## src/rtl/calcu_mailbox_ctrl.sv

```systemverilog
// calcu_mailbox_ctrl
// Sequences one calculator request through a mailbox in data memory:
// writes op_a, op_b and opcode, raises the request flag, polls until the
// core posts the done flag (or the poll budget runs out), fetches the
// result and clears the flag.
//
// Ports
//   clk, reset            rising-edge clock, synchronous active-high reset
//   start                 one-cycle request pulse, honoured only in IDLE
//   op_a, op_b, opcode    request operands, latched at an accepted start
//   busy                  request in flight
//   done / error          one-cycle completion / timeout pulses
//   result                last fetched result, held until the next done
//   EntradaCalcu          write data to the memory calculator port
//   addressCalcu          address to the memory calculator port
//   writeEnableCalcu      write strobe to the memory calculator port
//   resultadoCalcu        read data from the memory calculator port
//                         (combinational on addressCalcu)
module calcu_mailbox_ctrl #(
    parameter logic [31:0] BASE_ADDR = 32'h0000_0040,
    parameter int          TIMEOUT   = 1024,
    parameter int          TW        = 11
) (
    input  logic        clk,
    input  logic        reset,
    input  logic        start,
    input  logic [31:0] op_a,
    input  logic [31:0] op_b,
    input  logic [3:0]  opcode,
    output logic        busy,
    output logic        done,
    output logic        error,
    output logic [31:0] result,
    output logic [31:0] EntradaCalcu,
    output logic [31:0] addressCalcu,
    output logic        writeEnableCalcu,
    input  logic [31:0] resultadoCalcu
);

    // Offsets wrap modulo 2^32 by plain 32-bit addition.
    localparam logic [31:0]   ADDR_A    = BASE_ADDR;
    localparam logic [31:0]   ADDR_B    = BASE_ADDR + 32'd4;
    localparam logic [31:0]   ADDR_OP   = BASE_ADDR + 32'd8;
    localparam logic [31:0]   ADDR_FLAG = BASE_ADDR + 32'd12;
    localparam logic [31:0]   ADDR_RES  = BASE_ADDR + 32'd16;
    localparam logic [TW-1:0] CNT_LAST  = TW'(TIMEOUT - 1);

    typedef enum logic [3:0] {
        S_IDLE, S_WR_A, S_WR_B, S_WR_OP, S_WR_FLAG,
        S_POLL, S_RD_RES, S_CLR, S_ABORT
    } state_t;

    state_t        r_state, w_next;
    logic [31:0]   r_a, r_b;
    logic [3:0]    r_op;
    logic [TW-1:0] r_cnt;

    logic          r_busy, r_done, r_error, r_we;
    logic [31:0]   r_result, r_data, r_addr;

    logic          w_busy, w_done, w_error, w_we;
    logic [31:0]   w_data, w_addr;

    // Next-state logic works on the current state; POLL looks at the
    // flag word that the registered address already selects.
    always_comb begin
        w_next = r_state;
        case (r_state)
            S_IDLE:    if (start) w_next = S_WR_A;
            S_WR_A:    w_next = S_WR_B;
            S_WR_B:    w_next = S_WR_OP;
            S_WR_OP:   w_next = S_WR_FLAG;
            S_WR_FLAG: w_next = S_POLL;
            S_POLL: begin
                if (resultadoCalcu == 32'd2)  w_next = S_RD_RES;
                else if (r_cnt == CNT_LAST)   w_next = S_ABORT;
            end
            S_RD_RES:  w_next = S_CLR;
            S_CLR:     w_next = S_IDLE;
            S_ABORT:   w_next = S_IDLE;
            default:   w_next = S_IDLE;
        endcase
    end

    // Outputs are decoded from the state being entered and registered,
    // so each state's memory access is on the port for that whole cycle.
    always_comb begin
        w_addr  = ADDR_FLAG;
        w_data  = 32'd0;
        w_we    = 1'b0;
        w_busy  = 1'b0;
        w_done  = 1'b0;
        w_error = 1'b0;
        case (w_next)
            // WR_A is only entered from IDLE, before the latches load.
            S_WR_A:    begin w_addr = ADDR_A;  w_data = op_a; w_we = 1'b1; w_busy = 1'b1; end
            S_WR_B:    begin w_addr = ADDR_B;  w_data = r_b;  w_we = 1'b1; w_busy = 1'b1; end
            S_WR_OP:   begin w_addr = ADDR_OP; w_data = {28'd0, r_op}; w_we = 1'b1; w_busy = 1'b1; end
            S_WR_FLAG: begin w_data = 32'd1; w_we = 1'b1; w_busy = 1'b1; end
            S_POLL:    w_busy = 1'b1;
            S_RD_RES:  begin w_addr = ADDR_RES; w_busy = 1'b1; end
            S_CLR:     begin w_we = 1'b1; w_done = 1'b1; end
            S_ABORT:   begin w_we = 1'b1; w_error = 1'b1; end
            default:   ;
        endcase
    end

    always_ff @(posedge clk) begin
        if (reset) begin
            r_state  <= S_IDLE;
            r_a      <= 32'd0;
            r_b      <= 32'd0;
            r_op     <= 4'd0;
            r_cnt    <= '0;
            r_busy   <= 1'b0;
            r_done   <= 1'b0;
            r_error  <= 1'b0;
            r_we     <= 1'b0;
            r_result <= 32'd0;
            r_data   <= 32'd0;
            r_addr   <= 32'd0;
        end else begin
            r_state <= w_next;
            r_busy  <= w_busy;
            r_done  <= w_done;
            r_error <= w_error;
            r_we    <= w_we;
            r_data  <= w_data;
            r_addr  <= w_addr;
            if (r_state == S_IDLE && start) begin
                r_a  <= op_a;
                r_b  <= op_b;
                r_op <= opcode;
            end
            if (r_state == S_WR_FLAG)
                r_cnt <= '0;
            else if (r_state == S_POLL && w_next == S_POLL)
                r_cnt <= r_cnt + TW'(1);
            if (r_state == S_RD_RES)
                r_result <= resultadoCalcu;
        end
    end

    assign busy             = r_busy;
    assign done             = r_done;
    assign error            = r_error;
    assign result           = r_result;
    assign EntradaCalcu     = r_data;
    assign addressCalcu     = r_addr;
    assign writeEnableCalcu = r_we;

endmodule

```

## config.mk

```make
export PLATFORM = sky130hd
export DESIGN_NAME = calcu_mailbox_ctrl
export DESIGN_NICKNAME = d
export VERILOG_FILES = /design/src/rtl/calcu_mailbox_ctrl.sv
export SDC_FILE = /design/constraint.sdc
export NUM_CORES = 1
export LEC_CHECK = 0
export ABC_AREA = 1
export CAP_MARGIN = 10
export CORE_ASPECT_RATIO = 1.75
export CORE_MARGIN = 2
export CORE_UTILIZATION = 46
export DETAILED_ROUTE_END_ITERATION = 7
export PLACE_DENSITY = 0.86
export SLEW_MARGIN = 20
export SYNTH_ARGS = -nofsm -noshare
export SYNTH_HDL_FRONTEND = slang
export SYNTH_SLANG_ARGS = --single-unit
```

## constraint.sdc

```tcl
create_clock -name clk -period 2.65 [get_ports clk]
set_input_delay 0.795 -clock clk [delete_from_list [all_inputs] [get_ports clk]]
set_output_delay 0.795 -clock clk [all_outputs]
set_load 0.005 [all_outputs]
```

==> flow_metrics.py <==
metrics = {
    "outcome": {
        "status": "completed",
    },
    "global_route": {
        "grt_start_max_net_pins": 61,
        "grt_pass1_vias": 4804,
        "top_usage_layer": "met2",
        "grt_pass1_wl_microns": 21800,
        "grt.total_usage": 0.251,
        "met3_usage": 0.0895,
        "use_met1": 0.238,
        "grt_overflow": 0,
        "met2_usage": 0.455,
        "antenna_found_initial": 0,
    },
    "power": {
        "p_leak_nw": 2.98,
        "internal_power_mw": 3.92,
        "powerDensity_mw_per_mm2": 725,
        "p_seq_frac": 0.402,
        "pwr-share-clk": 0.449,
        "comb_power_share": 0.150,
        "p_sw_mw": 1.24,
        "ir_drop_uv": 528,
        "swShare": 0.241,
    },
    "place": {
        "dp.final_hpwl_microns": 9830,
        "gp_congestion": 0.856,
        "detailedPlace.worstSlack_ps": 106,
        "portBuffers": 174,
        "place_area_sq_mm": 0.00653,
    },
    "sta": {
        "hold_viol_final": 0,
        "skew_ps": 9.91,
        "fin_setup_tns_ps": 0,
        "period_minus_slack_ps": 2160,
        "fin_crit_sh": 0.813,
        "fmax_ghz": 0.464,
        "setup_viol": 0,
        "rsz0062_at_grt": "false",
        "max_slew_margin": 0.450,
        "drv_slew": 0,
        "tightest_slew_ps": 824,
        "worst_slack_ps": 495,
    },
    "routing": {
        "viasPerCell": 5.11,
        "drc_errors": 0,
        "drt_wl_total_microns": 13900,
        "firstDrtPassIters": 5,
        "wl_per_cell_microns": 15.1,
        "drtAntennaViolNets": 0,
        "drt_iter0_drc": 282,
        "via_count": 4713,
    },
    "floorplanning": {
        "die-width_microns": 81.3,
        "start_util": 0.470,
        "io-pin-count": 203,
        "fp-row-count": 49,
        "die_y_microns": 139,
        "core_sq_mm": 0.0102,
        "dieArea_sq_mm": 0.0113,
    },
    "min_path": {
        "hold_path_class": "reg2reg",
        "hold_path_depth": 2,
    },
    "synthesis": {
        "synth_area_leaders": "dfxtp_1 (51%), nor2_1 (10%), o21ai_0 (7.6%), nand2_1 (5.1%), a21oi_1 (5.0%)",
        "synth_top_cell_by_area": "dfxtp_1",
        "netlist.area_leader.share": 0.512,
        "ys_seq_area_frac": 0.512,
        "syn_area_per_cell_sq_um": 7.80,
        "netlist_top_cells_count": "nor2_1 (128), dfxtp_1 (123), o21ai_0 (73)",
        "post-synth-top-count-cell": "nor2_1",
        "ys_async_sr_fraction": 0,
        "netlist_instances": 617,
        "syn_area_sq_mm": 0.00481,
        "synthFlopType": "dfxtp_1",
        "synth_cell_types": 33,
        "synth_edf_count": 0,
        "yosys_warnings": 0,
        "ys_seq_elements": 123,
    },
    "cts": {
        "post_cts_buffers": 0,
        "hold_buffers": 0,
        "clkLatencyLatePin_ps": 410,
        "cts_buffers": 17,
        "clock-sinks": 123,
        "cts_buffer_depth": 2,
        "cts_tree": "built",
        "cts-htree-levels": 4,
        "clock-root-buffer": "clkbuf_16",
        "ctsResizeCount": 0,
        "clk_pin_slew_worst_paths_ps": 50,
    },
    "worst_setup_path": {
        "cp_cell_sequence": "clkdlybuf4s50_1 > nor2_1 > and2_0 > nand2_1 > nor2_1 > nand2_1 > nand3_4 > inv_1 > nand3_1 > a21oi_1",
        "cp_top_family": "simple AND/OR/NAND/NOR gates",
        "worstSetupStartpointType": "input port",
        "critical-path-slowest-cell": "clkdlybuf4s50_1",
        "cp.arrival_ps": 2480,
        "critPathMaxStageDelay_ps": 480,
        "cp.required_ps": 2970,
        "path_buf_inv": 2,
        "cp_num_cells": 10,
        "crit_type": "in2reg",
        "r2r_cells": 6,
        "critPathMaxFanout": 16,
        "cp-end-kind": "flop",
    },
    "cells_and_area": {
        "regArea_sq_mm": 0.00246,
        "area_growth_pct": 48.1,
        "fin_nets": 889,
        "antenna_cells": 0,
        "drive_above_1_share": 0.0616,
        "multiInputGateArea_sq_mm": 0.00189,
        "fin_area_sq_mm": 0.00713,
        "n_fill_cell": 797,
    },
    "run": {
        "drv_cap": 0,
    },
}
-- layout make-up --
| class | instances | share of cell area |
|---|---|---|
| multi-input cells | 404 | 0.265 |
| inverters | 55 | 0.0290 |
| clock buffers | 22 | 0.0665 |
| flip-flops and latches | 123 | 0.346 |
| well taps | 127 | 0.0223 |
| repair buffers | 184 | 0.255 |
| clock inverters | 8 | 0.0165 |
-- worst reg2reg max path: stages, from the launching register on --
cell	delay (ps)
dfxtp_1	460
inv_2	80
nor2_2	150
nand2_2	160
inv_2	640
o21ai_0	240
a21oi_1	190
-- layout by cell type (no fill, tap or decap), types with 2 or more instances in the layout --
master / n
clkdlybuf4s50_1: 174
inv_2: 3
nor2_1: 127
bufinv_16: 3
o21ai_0: 73
conb_1: 28
buf_4: 10
dfxtp_1: 123
o21ai_1: 2
clkbuf_16: 17
a21oi_1: 48
clkinv_2: 4
a22oi_1: 28
inv_1: 52
nand2_2: 2
nor3_1: 3
nand2_1: 66
nand3_1: 10
clkbuf_8: 3
clkbuf_1: 2
-- state kept, by name (all words and copies together), names as in the netlist --
name	count
addressCalcu	4
r_state	4
result	32
done	1
r_op	4
busy	1
r_cnt	11
error	1
writeEnableCalcu	1
EntradaCalcu	32
r_b	32
-- cells by family after synthesis --
kind of cell | count (synthesis) | share of synthesized area
AO/OA/AOI/OAI | 156 | 0.180
buffers and inverters | 117 | 0.118
flip-flops | 123 | 0.512
XOR/XNOR | 2 | 0.00364
adder cells (fa/ha/maj) | 1 | 0.00260
other | 1 | 0.000779
AND/OR/NAND/NOR | 217 | 0.183
-- through the flow --
step / instances / hold slack (ps) / utilization / power [mW]
global route: 923 / 488 / 0.696 / 5.39
floorplan: 644 / 429 / - / 2.51
detailed placement: 893 / 450 / 0.638 / 2.88
finish: 923 / 460 / 0.696 / 5.17
CTS: 923 / 458 / 0.696 / 5.19
global placement: 893 / 441 / 0.638 / 2.85
-- final timing paths --
check	slack (ps)	startpoint	to
setup / recovery	500	resultadoCalcu[27]	r_cnt[8]
hold / removal	460	r_op[3]	r_op[3]
setup reg to reg	670	r_state[1]	result[2]
hold reg to reg	460	r_op[3]	r_op[3]
-- layer usage --
layer | up-vias | wire length (microns)
met3 | 51 | 1040
met5 | - | 0
met2 | 224 | 7570
li1 | 2270 | -
met4 | 0 | 505
met1 | 2168 | 4780
-- power groups by stage --
| stage | registers [mW] | logic [mW] | clock network [mW] |
|---|---|---|---|
| after CTS | 2.07 | 0.774 | 2.34 |
| after global routing | 2.08 | 0.860 | 2.44 |
| after global placement | 2.10 | 0.744 | 0 |
| after detailed placement | 2.11 | 0.767 | 0 |
| after floorplan | 2.10 | 0.406 | 0 |
| final | 2.08 | 0.774 | 2.32 |
No activity file was read; power rests on OpenSTA's default activity.
